### src/rtl/dt_scan_scheduler.sv
// Two-pass (forward then backward) raster-scan sequencer for the distance-transform result RAM.
// Optional build macro DT_SKIP_UNCHANGED_EN suppresses write-back when the distance is unchanged.
module dt_scan_scheduler #(
  parameter int IMG_W  = 128,
  parameter int ADDR_W = 14,
  parameter int DATA_W = 8
) (
  input  logic                clk,
  input  logic                reset,
  input  logic                start,
  output logic                busy,
  output logic                done,
  output logic                res_rd,
  output logic                res_wr,
  output logic [ADDR_W-1:0]   res_addr,
  output logic [DATA_W-1:0]   res_do,
  input  logic [DATA_W-1:0]   res_di,
  output logic                win_valid,
  input  logic                win_ready,
  output logic                win_pass,
  output logic [DATA_W-1:0]   win_center,
  output logic [4*DATA_W-1:0] win_nb,
  input  logic                dt_valid,
  input  logic [DATA_W-1:0]   dt_value
);

  localparam int CW = $clog2(IMG_W);
  localparam logic [CW-1:0] ONE   = CW'(1);
  localparam logic [CW-1:0] FIRST = CW'(1);
  localparam logic [CW-1:0] LAST  = CW'(IMG_W - 2);

  typedef enum logic [3:0] {
    IDLE, RD_C, CAP_C, RD_N, CAP_N, OFFER, WAIT, WR, ADV, FIN
  } state_t;

  state_t            state, state_nxt;
  logic [CW-1:0]     row, col, nb_row, nb_col;
  logic [1:0]        idx;
  logic              pass;
  logic [DATA_W-1:0] dt_lat;
  logic              last_px;
  logic              write_en;
  logic [ADDR_W-1:0] centre_addr, nb_addr;

  assign win_pass    = pass;
  assign centre_addr = ADDR_W'({row, col});
  assign nb_addr     = ADDR_W'({nb_row, nb_col});
  assign last_px     = pass ? (row == FIRST && col == FIRST) : (row == LAST && col == LAST);

`ifdef DT_SKIP_UNCHANGED_EN
  assign write_en = (dt_lat != win_center);
`else
  assign write_en = 1'b1;
`endif

  // Neighbour n[idx]: forward looks up/left, backward looks down/right.
  always_comb begin
    nb_row = row;
    nb_col = col;
    case ({pass, idx})
      3'b000:  begin nb_row = row - ONE; nb_col = col - ONE; end
      3'b001:  nb_row = row - ONE;
      3'b010:  begin nb_row = row - ONE; nb_col = col + ONE; end
      3'b011:  nb_col = col - ONE;
      3'b100:  nb_col = col + ONE;
      3'b101:  begin nb_row = row + ONE; nb_col = col - ONE; end
      3'b110:  nb_row = row + ONE;
      default: begin nb_row = row + ONE; nb_col = col + ONE; end
    endcase
  end

  always_ff @(posedge clk or negedge reset) begin
    if (!reset) state <= IDLE;
    else        state <= state_nxt;
  end

  always_comb begin
    state_nxt = state;
    busy      = 1'b1;
    done      = 1'b0;
    res_rd    = 1'b0;
    res_wr    = 1'b0;
    res_addr  = '0;
    res_do    = '0;
    win_valid = 1'b0;
    case (state)
      IDLE: begin
        busy = 1'b0;
        if (start) state_nxt = RD_C;
      end
      RD_C: begin
        res_rd    = 1'b1;
        res_addr  = centre_addr;
        state_nxt = CAP_C;
      end
      CAP_C: state_nxt = (res_di == '0) ? ADV : RD_N;
      RD_N: begin
        res_rd   = 1'b1;
        res_addr = nb_addr;
        if (idx == 2'd3) state_nxt = CAP_N;
      end
      CAP_N: state_nxt = OFFER;
      OFFER: begin
        win_valid = 1'b1;
        if (win_ready) state_nxt = WAIT;
      end
      WAIT: if (dt_valid) state_nxt = WR;
      WR: begin
        res_addr  = centre_addr;
        res_do    = dt_lat;
        res_wr    = write_en;
        state_nxt = ADV;
      end
      ADV: state_nxt = (pass && last_px) ? FIN : RD_C;
      FIN: begin
        busy      = 1'b0;
        done      = 1'b1;
        state_nxt = IDLE;
      end
      default: begin
        busy      = 1'b0;
        state_nxt = IDLE;
      end
    endcase
  end

  // Read data arrives one cycle after its strobe, so neighbour k is captured while k+1 is read.
  always_ff @(posedge clk or negedge reset) begin
    if (!reset) begin
      row        <= '0;
      col        <= '0;
      idx        <= '0;
      pass       <= 1'b0;
      dt_lat     <= '0;
      win_center <= '0;
      win_nb     <= '0;
    end else begin
      case (state)
        IDLE: if (start) begin
          pass <= 1'b0;
          row  <= FIRST;
          col  <= FIRST;
        end
        CAP_C: begin
          win_center <= res_di;
          idx        <= '0;
        end
        RD_N: begin
          case (idx)
            2'd1:    win_nb[0*DATA_W +: DATA_W] <= res_di;
            2'd2:    win_nb[1*DATA_W +: DATA_W] <= res_di;
            2'd3:    win_nb[2*DATA_W +: DATA_W] <= res_di;
            default: ;
          endcase
          idx <= idx + 2'd1;
        end
        CAP_N: win_nb[3*DATA_W +: DATA_W] <= res_di;
        WAIT: if (dt_valid) dt_lat <= dt_value;
        ADV: begin
          if (!pass) begin
            if (col == LAST) begin
              if (row == LAST) begin
                pass <= 1'b1;
                row  <= LAST;
                col  <= LAST;
              end else begin
                row <= row + ONE;
                col <= FIRST;
              end
            end else begin
              col <= col + ONE;
            end
          end else if (col == FIRST) begin
            if (row != FIRST) begin
              row <= row - ONE;
              col <= LAST;
            end
          end else begin
            col <= col - ONE;
          end
        end
        FIN: pass <= 1'b0;
        default: ;
      endcase
    end
  end

endmodule

### config.mk
export PLATFORM = sky130hd
export DESIGN_NAME = dt_scan_scheduler
export DESIGN_NICKNAME = d
export VERILOG_FILES = /design/src/rtl/dt_scan_scheduler.sv
export SDC_FILE = /design/constraint.sdc
export NUM_CORES = 1
export LEC_CHECK = 0
export ABC_AREA = 1
export CAP_MARGIN = 5
export CORE_MARGIN = 8
export CORE_UTILIZATION = 53
export CTS_BUF_LIST = sky130_fd_sc_hd__clkbuf_8
export DETAILED_ROUTE_END_ITERATION = 10
export PLACE_DENSITY = 0.8
export SYNTH_ARGS = -nofsm -noshare
export SYNTH_HDL_FRONTEND = slang
export SYNTH_SLANG_ARGS = --single-unit
### constraint.sdc
create_clock -name clk -period 2.3 [get_ports clk]
set_input_delay 0.46 -clock clk [delete_from_list [all_inputs] [get_ports clk]]
set_output_delay 0.46 -clock clk [all_outputs]
set_load 0.02 [all_outputs]
==> run metrics, run 1 <==
per-cell routed wire length=16.1 um; Crit-path slowest cell=dfrtp_2; largest net degree at the start of global routing=70; Fillers=562; Die ar.=0.0115 mm^2; Final Wtd Congestion=0.962; Port Buffer Count=88; Final period util=1.07; crit path DAT=2.01 ns; crit-path cells=buf_6 > ha_4 > nand2_2 > o21ai_4 > nor2_4 > buf_6 > nand2_1 > nand2_1 > nand2_1 > nand2_2 > buf_6; most frequent cells in the layout=nand2_1 (179), dfrtp_1 (66), clkdlybuf4s50_1 (62); die height=107 um; drt drc=0; TritonCTS Buffers=9; clock root buffer=clkbuf_8; Final Slew Violations=0; Final Hold Fails=0; CTS tree=done; WS Path Type=register to output pin; failing checks=setup timing; peak fanout along the critical path=5; register area=0.00173 mm^2; CTS sink count=69; Clock transition at path regs=0.08 ns; worst slew pin tran=0.506 ns; Initial Utilization=0.540; Final Net Count=781; Cells after Synth=594; status=finished, violations left; Required @ worst endpoint=1.84 ns; fmax=0.405 GHz; core footprint=0.00813 mm^2; YS warnings=0; final wirelength=13.8 mm; total I/O pin count=89; synth unique cells=33; deepest clock path buffer count=2; Slowest Stage Delay on Critical Path=0.46 ns; Tmin final=2.47 ns; routed vias=4535; RSZ-0062 raised after global routing=true; most common cell after layout, fill and taps aside=nand2_1; clk_lat worst skew=0.35 ns; via-per-instance ratio=5.29; Max VDD drop=0.000943 V; H-Tree Depth=3; crit-path leading delay family=simple AND/OR/NAND/NOR gates; Crit. End Element=output pin; Syn Std Cell Area=0.00439 mm^2; gr ovfl total=0; syn nets=627; PD cells=1190 mW/mm^2; hold slack=0.116 ns; Power Total=0.00754 W; Iteration-0 DRC Markers=246; DRT Pass-1 Iters=5; Final ANT Viol Nets=0; wire length of the first global-routing pass=22.1 mm; Setup Skew=0.0110 ns; Tot GR Track Use=0.241; share of layout cells above drive strength 1=0.290; CP Launch Type=register; placed cell area=0.00573 mm^2; pre-CTS setup slack=-0.279 ns; hpwl dp=10.0 mm; Yosys reg bits=69; Multi-input gate area=0.00251 mm^2; row cnt=33; Hold WC Path Type=primary input to asynchronous set/reset pin; Non-Filler Cell Area, Final=0.00632 mm^2; diode count=0; register area share after synthesis=0.393; Worst slew margin=0.662; CP Buf/Inv Count=3; initial antenna violation count=0; vias in the first global route=4618; final setup violation count=12; Max Cap Violations=0; Post-CTS Hold Buffers=0; P_leak=3.28 nW; Die X=107 um; setup ws final=-0.168 ns; area delta synth->final=44.0%; Avg Inst Size Synth=7.39 um^2
[area by class of cell]
| cell class | instances | area share |
|---|---|---|
| multi-input combinational | 436 | 0.398 |
| clock inverter | 7 | 0.0109 |
| timing repair buffer | 157 | 0.230 |
| sequential | 69 | 0.274 |
| clock buffer | 9 | 0.0196 |
| inverter | 75 | 0.0475 |
| tap | 105 | 0.0208 |
[path summary, 6_finish.rpt]
check                      depth (start not counted)          end  slack, ns       from
hold reg to reg                                    2    win_nb[2]       0.49  win_nb[2]
max in group asynchronous                          2     win_pass       1.84      reset
setup reg to reg                                  10       col[1]       0.47     col[0]
setup / recovery                                  11  res_addr[2]      -0.17     idx[1]
hold / removal                                     2       col[6]       0.12      reset
min in group clk                                   2    win_nb[2]       0.49  win_nb[2]
[kinds of logic (layout without fill, tap and decap cells)]
logic type                 count (synthesis)  after routing  synth area share
xor gates and xnor gates                   5              5           0.00997
AOI/OAI and AO/OA                        100            100             0.137
adders and majority gates                 12             12            0.0342
buffers and inverters                     89            248            0.0869
DFF                                       69             69             0.393
and+or+nand+nor                          319            319             0.338
[metrics by stage]
| step | std cells | utilization | setup TNS [ns] |
|---|---|---|---|
| after floorplan | 594 | - | 0 |
| after global placement | 828 | 0.704 | -2.16 |
| after detailed placement | 828 | 0.704 | -3.12 |
| after CTS | 852 | 0.749 | -0.689 |
| after global routing | 858 | 0.777 | -2.08 |
| final | 858 | 0.777 | -1.19 |
[sequential cells by signal, indices dropped and copies added (netlist names)]
register,count
win_center,8
col,7
dt_lat,8
state,4
win_pass,1
row,7
idx,2
win_nb,32
[worst reg2reg max path, cell delays in order (launching register included)]
cell	delay, ns
dfrtp_1	0.44
buf_4	0.16
ha_1	0.15
inv_1	0.04
nor2_1	0.08
nand3_1	0.15
nand3b_2	0.30
nand2_2	0.21
nor2_1	0.07
nand2_1	0.09
nand2_1	0.05
[power by group]
part,internal (W),leakage [nW],switching [W]
registers,0.00167,0.813,0.000288
logic,0.00196,2.37,0.00263
clock network,0.000495,0.0941,0.000489
[cell usage after synthesis]
cell type,n,share of area
ha_1,12,0.034
o22ai_1,3,0.0043
nand4_1,6,0.0085
dfrtp_1,69,0.39
a22oi_1,1,0.0017
nand3_2,1,0.0023
nor2_2,6,0.0085
buf_6,3,0.0077
inv_2,14,0.012
inv_1,60,0.051
nor2_8,2,0.0091
a21o_1,1,0.0017
buf_2,7,0.0080
nand3b_2,1,0.0026
clkinv_2,1,0.0011
a21oi_1,19,0.022
xnor2_1,2,0.0040
nand2_4,8,0.021
o21ai_1,18,0.021
nor2_4,7,0.018
o21ai_0,34,0.039
nor4_1,1,0.0014
buf_4,4,0.0068
nor2_1,42,0.036
a21oi_4,1,0.0037
nand3_4,1,0.0040
nand2_1,191,0.16
nor3_2,1,0.0023
o21ai_2,20,0.040
nand3_1,42,0.048
xor2_1,3,0.0060
o211ai_1,3,0.0051
nand2_2,10,0.014
[metal layers]
metal / wire length [um] / part of all wire / global-route usage / vias up
met5: 0 / 0 / 0 / -
met2: 7030 / 0.51 / 0.416 / 136
met4: 253 / 0.018 / 0.0854 / 0
met3: 1180 / 0.085 / 0.0822 / 22
li1: - / - / - / 2200
met1: 5370 / 0.39 / 0.269 / 2177
[repair_timing]
item / 4_1_cts / 5_1_grt
endpoints found under the setup margin: 25 / 19
setup buffers: 8 / 6
resized for setup: 130 / 54
gates cloned: 0 / 0
pin swaps: 7 / 12
Power figures use the tool's default switching activity.
==> inputs of run 2 (changes only) <==
- SLEW_MARGIN: default -> 20
==> results of run 2 <==
Final layout, timing and power as in run 1 (identical DEF).
